### config.mk
export PLATFORM = sky130hd
export DESIGN_NAME = alu_sequencer_flat
export DESIGN_NICKNAME = d
export VERILOG_FILES = /design/src/rtl/alu_sequencer_if.sv /design/src/rtl/alu_sequencer.sv /design/src/flat_wrapper.sv
export SDC_FILE = /design/constraint.sdc
export NUM_CORES = 1
export LEC_CHECK = 0
export CAP_MARGIN = 20
export CORE_AREA = 2 2 82 84
export CTS_BUF_LIST = sky130_fd_sc_hd__clkbuf_4
export DETAILED_ROUTE_END_ITERATION = 10
export DIE_AREA = 0 0 84 86
export GPL_TIMING_DRIVEN = 0
export PLACE_DENSITY = 0.81
export REMOVE_ABC_BUFFERS = 1
export SYNTH_ARGS = -nofsm -noshare
export SYNTH_HDL_FRONTEND = slang
export SYNTH_SLANG_ARGS = --single-unit
### constraint.sdc
create_clock -name clk -period 3.9 [get_ports clk]
set_clock_uncertainty 0.2 [all_clocks]
set_input_delay 0.78 -clock clk [delete_from_list [all_inputs] [get_ports clk]]
set_output_delay 0.78 -clock clk [all_outputs]
set_load 0.03 [all_outputs]
### src/rtl/alu_sequencer_if.sv
// Instruction handshake plus register-file and ALU control bundle for alu_sequencer.
// The master modport is the sequencer side; the slave modport is its environment.
interface alu_sequencer_if;
    localparam int unsigned INSTR_W  = 14;
    localparam int unsigned ADDR_W   = 7;
    localparam int unsigned DATA_W   = 8;
    localparam int unsigned OP_W     = 4;
    localparam int unsigned RETIRE_W = 16;

    logic [INSTR_W-1:0]  instr;
    logic                instr_valid;
    logic                instr_ready;
    logic [ADDR_W-1:0]   rf_addr;
    logic                rf_rd_en;
    logic [DATA_W-1:0]   rf_rd_data;
    logic [OP_W-1:0]     alu_op;
    logic [DATA_W-1:0]   alu_lf;
    logic                alu_d;
    logic                alu_d_wr_en;
    logic                alu_status_wr_en;
    logic [DATA_W-1:0]   alu_result;
    logic                unsupported;
    logic [RETIRE_W-1:0] retired;

    modport master (
        input  instr, instr_valid, rf_rd_data, alu_result,
        output instr_ready, rf_addr, rf_rd_en, alu_op, alu_lf, alu_d,
               alu_d_wr_en, alu_status_wr_en, unsupported, retired
    );

    modport slave (
        output instr, instr_valid, rf_rd_data, alu_result,
        input  instr_ready, rf_addr, rf_rd_en, alu_op, alu_lf, alu_d,
               alu_d_wr_en, alu_status_wr_en, unsupported, retired
    );
endinterface

### src/rtl/alu_sequencer.sv
// Four-phase (Q1..Q4) PIC16 ALU instruction sequencer: decodes byte/literal ops,
// fetches the file operand, strobes the ALU writes in Q4 and handles FSZ skips.
module alu_sequencer (
    input  logic            clk,
    input  logic            rst_n,
    alu_sequencer_if.master bus
);
    localparam int unsigned OP_W   = 4;
    localparam int unsigned DATA_W = 8;

    localparam logic [OP_W-1:0] OP_ADD    = 4'd0;
    localparam logic [OP_W-1:0] OP_SUB    = 4'd1;
    localparam logic [OP_W-1:0] OP_AND    = 4'd2;
    localparam logic [OP_W-1:0] OP_OR     = 4'd3;
    localparam logic [OP_W-1:0] OP_XOR    = 4'd4;
    localparam logic [OP_W-1:0] OP_COM    = 4'd5;
    localparam logic [OP_W-1:0] OP_INC    = 4'd6;
    localparam logic [OP_W-1:0] OP_DEC    = 4'd7;
    localparam logic [OP_W-1:0] OP_RLF    = 4'd8;
    localparam logic [OP_W-1:0] OP_RRF    = 4'd9;
    localparam logic [OP_W-1:0] OP_SWAPF  = 4'd10;
    localparam logic [OP_W-1:0] OP_CLR    = 4'd11;
    localparam logic [OP_W-1:0] OP_PASSLF = 4'd12;
    localparam logic [OP_W-1:0] OP_PASSW  = 4'd13;

    typedef enum logic [2:0] {S_IDLE, S_Q1, S_Q2, S_Q3, S_Q4} state_t;

    state_t            state;
    logic              accept_c;
    logic [OP_W-1:0]   dec_op;
    logic              dec_d, dec_wr, dec_st, dec_rd, dec_fsz, dec_unsup;
    logic              byte_q, lit_q, rd_q, wr_q, st_q, fsz_q, skip_pending;
    logic [DATA_W-1:0] imm_q;
    logic [DATA_W-1:0] result_q;

    assign accept_c = bus.instr_valid & bus.instr_ready;

    // Decode of the instruction word presented on the bus (used only on accept)
    always_comb begin
        dec_op    = OP_ADD;
        dec_d     = 1'b0;
        dec_wr    = 1'b0;
        dec_st    = 1'b0;
        dec_rd    = 1'b0;
        dec_fsz   = 1'b0;
        dec_unsup = 1'b0;
        case (bus.instr[13:12])
            2'b00: begin
                dec_d  = bus.instr[7];
                dec_wr = 1'b1;
                dec_st = 1'b1;
                dec_rd = 1'b1;
                case (bus.instr[11:8])
                    4'b0111: dec_op = OP_ADD;
                    4'b0101: dec_op = OP_AND;
                    4'b0001: begin dec_op = OP_CLR; dec_rd = 1'b0; end
                    4'b1001: dec_op = OP_COM;
                    4'b0011: dec_op = OP_DEC;
                    4'b1011: begin dec_op = OP_DEC; dec_st = 1'b0; dec_fsz = 1'b1; end
                    4'b1010: dec_op = OP_INC;
                    4'b1111: begin dec_op = OP_INC; dec_st = 1'b0; dec_fsz = 1'b1; end
                    4'b0100: dec_op = OP_OR;
                    4'b1000: dec_op = OP_PASSLF;
                    4'b1101: dec_op = OP_RLF;
                    4'b1100: dec_op = OP_RRF;
                    4'b0010: dec_op = OP_SUB;
                    4'b1110: begin dec_op = OP_SWAPF; dec_st = 1'b0; end
                    4'b0110: dec_op = OP_XOR;
                    4'b0000: begin
                        dec_rd = 1'b0;
                        dec_st = 1'b0;
                        if (bus.instr[7]) dec_op = OP_PASSW;
                        else              dec_wr = 1'b0;
                    end
                endcase
            end
            2'b11: begin
                dec_wr = 1'b1;
                dec_st = 1'b1;
                casez (bus.instr[11:8])
                    4'b111?: dec_op = OP_ADD;
                    4'b110?: dec_op = OP_SUB;
                    4'b1001: dec_op = OP_AND;
                    4'b1000: dec_op = OP_OR;
                    4'b1010: dec_op = OP_XOR;
                    4'b00??: begin dec_op = OP_PASSLF; dec_st = 1'b0; end
                    default: begin dec_wr = 1'b0; dec_st = 1'b0; dec_unsup = 1'b1; end
                endcase
            end
            default: dec_unsup = 1'b1;
        endcase
    end

    // Phase sequencing with registered control outputs
    always_ff @(posedge clk or negedge rst_n) begin
        if (!rst_n) begin
            state                <= S_IDLE;
            bus.instr_ready      <= 1'b1;
            bus.rf_addr          <= '0;
            bus.rf_rd_en         <= 1'b0;
            bus.alu_op           <= '0;
            bus.alu_lf           <= '0;
            bus.alu_d            <= 1'b0;
            bus.alu_d_wr_en      <= 1'b0;
            bus.alu_status_wr_en <= 1'b0;
            bus.unsupported      <= 1'b0;
            bus.retired          <= '0;
            byte_q               <= 1'b0;
            lit_q                <= 1'b0;
            rd_q                 <= 1'b0;
            wr_q                 <= 1'b0;
            st_q                 <= 1'b0;
            fsz_q                <= 1'b0;
            skip_pending         <= 1'b0;
            imm_q                <= '0;
            result_q             <= '0;
        end else begin
            bus.unsupported      <= 1'b0;
            bus.rf_rd_en         <= 1'b0;
            bus.alu_d_wr_en      <= 1'b0;
            bus.alu_status_wr_en <= 1'b0;
            case (state)
                S_IDLE, S_Q4: begin
                    // A skipped instruction consumes the pending skip; FSZ with zero arms one
                    if (state == S_Q4) begin
                        if (skip_pending)                      skip_pending <= 1'b0;
                        else if (fsz_q && result_q == 8'h00)   skip_pending <= 1'b1;
                    end
                    if (accept_c) begin
                        state           <= S_Q1;
                        bus.instr_ready <= 1'b0;
                        bus.rf_addr     <= bus.instr[6:0];
                        bus.alu_op      <= dec_op;
                        bus.alu_d       <= dec_d;
                        bus.unsupported <= dec_unsup;
                        byte_q          <= (bus.instr[13:12] == 2'b00);
                        lit_q           <= (bus.instr[13:12] == 2'b11);
                        rd_q            <= dec_rd;
                        wr_q            <= dec_wr;
                        st_q            <= dec_st;
                        fsz_q           <= dec_fsz;
                        imm_q           <= bus.instr[7:0];
                    end else begin
                        state           <= S_IDLE;
                        bus.instr_ready <= 1'b1;
                    end
                end
                S_Q1: begin
                    state        <= S_Q2;
                    bus.rf_rd_en <= rd_q & ~skip_pending;
                end
                S_Q2: begin
                    state <= S_Q3;
                    if (byte_q)     bus.alu_lf <= bus.rf_rd_data;
                    else if (lit_q) bus.alu_lf <= imm_q;
                end
                S_Q3: begin
                    state                <= S_Q4;
                    bus.instr_ready      <= 1'b1;
                    result_q             <= bus.alu_result;
                    bus.alu_d_wr_en      <= wr_q & ~skip_pending;
                    bus.alu_status_wr_en <= st_q & ~skip_pending;
                    bus.retired          <= bus.retired + 16'd1;
                end
                default: begin
                    state           <= S_IDLE;
                    bus.instr_ready <= 1'b1;
                end
            endcase
        end
    end
endmodule

### src/flat_wrapper.sv
// flat-port wrapper written by rule: the top's interface ports become plain ports
module alu_sequencer_flat 
  (clk, rst_n, bus_instr, bus_instr_valid, bus_rf_rd_data, bus_alu_result, bus_instr_ready, bus_rf_addr, bus_rf_rd_en, bus_alu_op, bus_alu_lf, bus_alu_d, bus_alu_d_wr_en, bus_alu_status_wr_en, bus_unsupported, bus_retired);
  alu_sequencer_if bus_i ();
  input  logic clk;
  input  logic rst_n;
  input wire logic [$bits(bus_i.instr)-1:0] bus_instr;
  input wire logic [$bits(bus_i.instr_valid)-1:0] bus_instr_valid;
  input wire logic [$bits(bus_i.rf_rd_data)-1:0] bus_rf_rd_data;
  input wire logic [$bits(bus_i.alu_result)-1:0] bus_alu_result;
  output wire logic [$bits(bus_i.instr_ready)-1:0] bus_instr_ready;
  output wire logic [$bits(bus_i.rf_addr)-1:0] bus_rf_addr;
  output wire logic [$bits(bus_i.rf_rd_en)-1:0] bus_rf_rd_en;
  output wire logic [$bits(bus_i.alu_op)-1:0] bus_alu_op;
  output wire logic [$bits(bus_i.alu_lf)-1:0] bus_alu_lf;
  output wire logic [$bits(bus_i.alu_d)-1:0] bus_alu_d;
  output wire logic [$bits(bus_i.alu_d_wr_en)-1:0] bus_alu_d_wr_en;
  output wire logic [$bits(bus_i.alu_status_wr_en)-1:0] bus_alu_status_wr_en;
  output wire logic [$bits(bus_i.unsupported)-1:0] bus_unsupported;
  output wire logic [$bits(bus_i.retired)-1:0] bus_retired;
  assign bus_i.instr = bus_instr;
  assign bus_i.instr_valid = bus_instr_valid;
  assign bus_i.rf_rd_data = bus_rf_rd_data;
  assign bus_i.alu_result = bus_alu_result;
  assign bus_instr_ready = bus_i.instr_ready;
  assign bus_rf_addr = bus_i.rf_addr;
  assign bus_rf_rd_en = bus_i.rf_rd_en;
  assign bus_alu_op = bus_i.alu_op;
  assign bus_alu_lf = bus_i.alu_lf;
  assign bus_alu_d = bus_i.alu_d;
  assign bus_alu_d_wr_en = bus_i.alu_d_wr_en;
  assign bus_alu_status_wr_en = bus_i.alu_status_wr_en;
  assign bus_unsupported = bus_i.unsupported;
  assign bus_retired = bus_i.retired;
  alu_sequencer u_core (.clk(clk), .rst_n(rst_n), .bus(bus_i));
endmodule
==> flow_metrics.py <==
metrics = {
    "outcome": {
        "outcome": "completed",
    },
    "clock_tree": {
        "ctsResizeCount": 0,
        "cts-hold-fix-buffers": 0,
        "cts_setup_buffers": 0,
        "cts_max_level": 3,
        "cts_root_buf": "clkbuf_4",
        "clkSlewWorstSetupHoldPaths_ns": 0.11,
        "cts_tree": "yes",
        "cts_buffers": 9,
        "clock_latency_ns": 0.39,
        "cts.sinks": 60,
        "clk_path_buf_depth": 2,
    },
    "die": {
        "die_w_um": 84,
        "start_util": 0.4467,
        "io_pins": 74,
        "fp.dieH_um": 86,
        "die_area_um2": 7224,
        "core_area_um2": 6277,
        "rows": 29,
    },
    "power": {
        "finalPower_w": 0.002474,
        "ir_drop_mv": 0.4453,
        "power_density_nw_per_um2": 665.5,
        "leakage_nw": 1.716,
    },
    "timing": {
        "hold_viol": 0,
        "timing.final.crit_share": 0.6713,
        "worst_pin_slew_ns": 0.5883,
        "period_minus_slack_ns": 2.618,
        "setup_viol": 0,
        "max-slew-margin-rel": 0.6078,
        "fin_setup_tns_ns": 0,
        "rsz0062_at_grt": "no",
        "max_freq_mhz": 382.0,
        "slew_viol_final": 0,
    },
    "worst_setup_path": {
        "worstSetupStartpointType": "register",
        "end_kind": "output port",
        "critical_path_class": "register to output port",
        "crit_buf_inv": 1,
        "cpMaxStageDelayCell": "clkdlybuf4s50_1",
        "cpPeakStageDelay_ns": 0.69,
        "crit_family": "buffers and inverters",
        "path_cells": "clkdlybuf4s50_1",
        "crit_fanout": 4,
        "cp.required_ns": 2.92,
        "critPathArrivalTime_ns": 1.64,
    },
    "placement": {
        "portBuffers": 73,
        "gp_congestion": 0.8156,
        "dp_hpwl_mm": 4.139,
    },
    "logic_synthesis": {
        "yosysSeqAreaShare": 0.5359,
        "async_reset_ff_frac": 1.000,
        "synth_enable_flop_cells": 0,
        "synth.avg_cell_area_um2": 9.908,
        "syn_inst": 283,
        "syn-cell-area_um2": 2804,
        "yosysWarnings": 0,
        "synth_seq_cells": 60,
        "ys_types": 48,
        "synthFlopType": "dfrtp_1",
    },
    "final_layout": {
        "finalNetCount": 385,
        "layout_commonest_cell": "nand2_1",
        "fillCellCount": 532,
        "antenna_cells": 0,
        "drive_gt1_frac": 0.08757,
        "area_growth_syn_to_layout_pct": 32.57,
        "layout_common_cells": "nand2_1, clkdlybuf4s50_1, dfrtp_1",
    },
    "global_route": {
        "grt_start_max_net_pins": 37,
        "grt_pass1_vias": 2149,
        "grt_use_total": 0.1726,
        "grt_remaining_overflow": 0,
        "grt_pass1_wl_mm": 9.818,
        "antenna_found_initial": 0,
    },
    "detailed_routing": {
        "routed_wl_mm": 5.950,
        "drc": 0,
        "vias": 2186,
        "first_pass_iters": 4,
        "drtIter0Drc": 71,
        "wire_per_inst_um": 13.81,
        "drtAntennaViolNets": 0,
        "via_per_inst": 5.072,
    },
    "run": {
        "drv_cap": 0,
    },
    "hold_path": {
        "hold_class": "primary input to async pin",
    },
}
==> power breakdown <==
part	internal, W	switching, W
Sequential	0.000829	0.000171
Combinational	0.000420	0.000556
Clock	0.000267	0.000231
Total	0.00152	0.000959
==> sequential cells by signal (all words and copies together) (netlist names) <==
register	count
u_core.lit_q	1
u_core.bus.rf_rd_en	1
u_core.wr_q	1
u_core.bus.alu_op	4
u_core.skip_pending	1
u_core.bus.instr_ready	1
u_core.st_q	1
u_core.bus.alu_lf	8
u_core.fsz_q	1
u_core.bus.alu_d_wr_en	1
u_core.bus.retired	16
u_core.imm_q	8
u_core.result_q	8
u_core.bus.alu_status_wr_en	1
u_core.state	3
u_core.byte_q	1
u_core.bus.alu_d	1
u_core.bus.unsupported	1
u_core.rd_q	1
==> cells in the mapped netlist, types with 2 or more instances <==
cell,instances,area share
a21oi_1,4,0.0071
mux2i_1,8,0.029
and4_1,2,0.0062
nand4_1,4,0.0089
inv_1,3,0.0040
buf_4,7,0.019
xor2_1,5,0.016
nand3_1,5,0.0089
clkbuf_1,6,0.0080
nor4_1,2,0.0045
nor2_1,15,0.020
a31o_2,2,0.0062
nand2_1,79,0.11
o31ai_1,2,0.0054
ha_1,3,0.013
o211ai_1,2,0.0054
o21ai_0,16,0.029
and3_1,3,0.0067
buf_2,8,0.014
dfrtp_1,59,0.53
a31oi_1,2,0.0045
xnor2_1,10,0.031
nor3b_1,4,0.011
nand2b_1,4,0.0089
a22o_1,5,0.016
==> cell type report <==
class,instances,area (um^2),share of cell area
Sequential cell,60,1503,0.4042
Multi-Input combinational cell,198,1171,0.3150
Timing Repair Buffer,76,768.2,0.2067
Tap cell,77,96.34,0.02592
Clock inverter,6,88.84,0.02390
Clock buffer,10,75.07,0.02020
Inverter,4,15.01,0.004039
==> logic make-up (layout without fill, tap and decap cells) <==
kind of cell,Yosys count,after routing,share of synthesized area
adder cells (fa/ha/maj),3,3,0.01339
XOR/XNOR,16,16,0.05265
flip-flops,60,60,0.5359
multiplexers,8,8,0.02856
AND/OR/NAND/NOR,132,132,0.2316
buffers and inverters,25,96,0.04641
AO/OA/AOI/OAI,39,39,0.09148
==> routing by layer <==
layer | part of all wire | track usage | vias up | wire [um]
met5 | 0 | 0 | - | 0
met4 | 0.010 | 0.05279 | 0 | 60
met3 | 0.049 | 0.05775 | 7 | 291
met2 | 0.48 | 0.2931 | 58 | 2863
met1 | 0.46 | 0.2098 | 1035 | 2735
li1 | - | - | 1086 | -
==> path summary, 6_finish.rpt <==
check	endpoint	start	depth (start not counted)	slack (ns)
setup / recovery	bus_instr_ready	u_core.bus.instr_ready	1	1.28
hold / removal	u_core.result_q[2]	rst_n	1	0.17
setup reg to reg	u_core.bus.alu_op[2]	u_core.state[1]	5	1.92
hold reg to reg	u_core.bus.retired[15]	u_core.bus.retired[15]	1	0.28
max in group asynchronous	u_core.bus.instr_ready	rst_n	2	2.66
min in group clk	u_core.bus.retired[15]	u_core.bus.retired[15]	1	0.28
==> through the flow <==
| step | setup WS, ns | cells | hold WS [ns] | cell area, um^2 | util |
|---|---|---|---|---|---|
| global placement | 0.02350 | 412 | 0.2585 | 3516 | 0.5601 |
| CTS | 0.9661 | 429 | 0.1519 | 3695 | 0.5886 |
| global route | 1.215 | 431 | 0.1775 | 3717 | 0.5922 |
| floorplan | 1.668 | 262 | 0.2419 | 2689 | - |
| detailed placement | 0.5431 | 413 | 0.2626 | 3531 | 0.5625 |
| finish | 1.282 | 431 | 0.1710 | 3717 | 0.5922 |
Power figures use the tool's default switching activity.
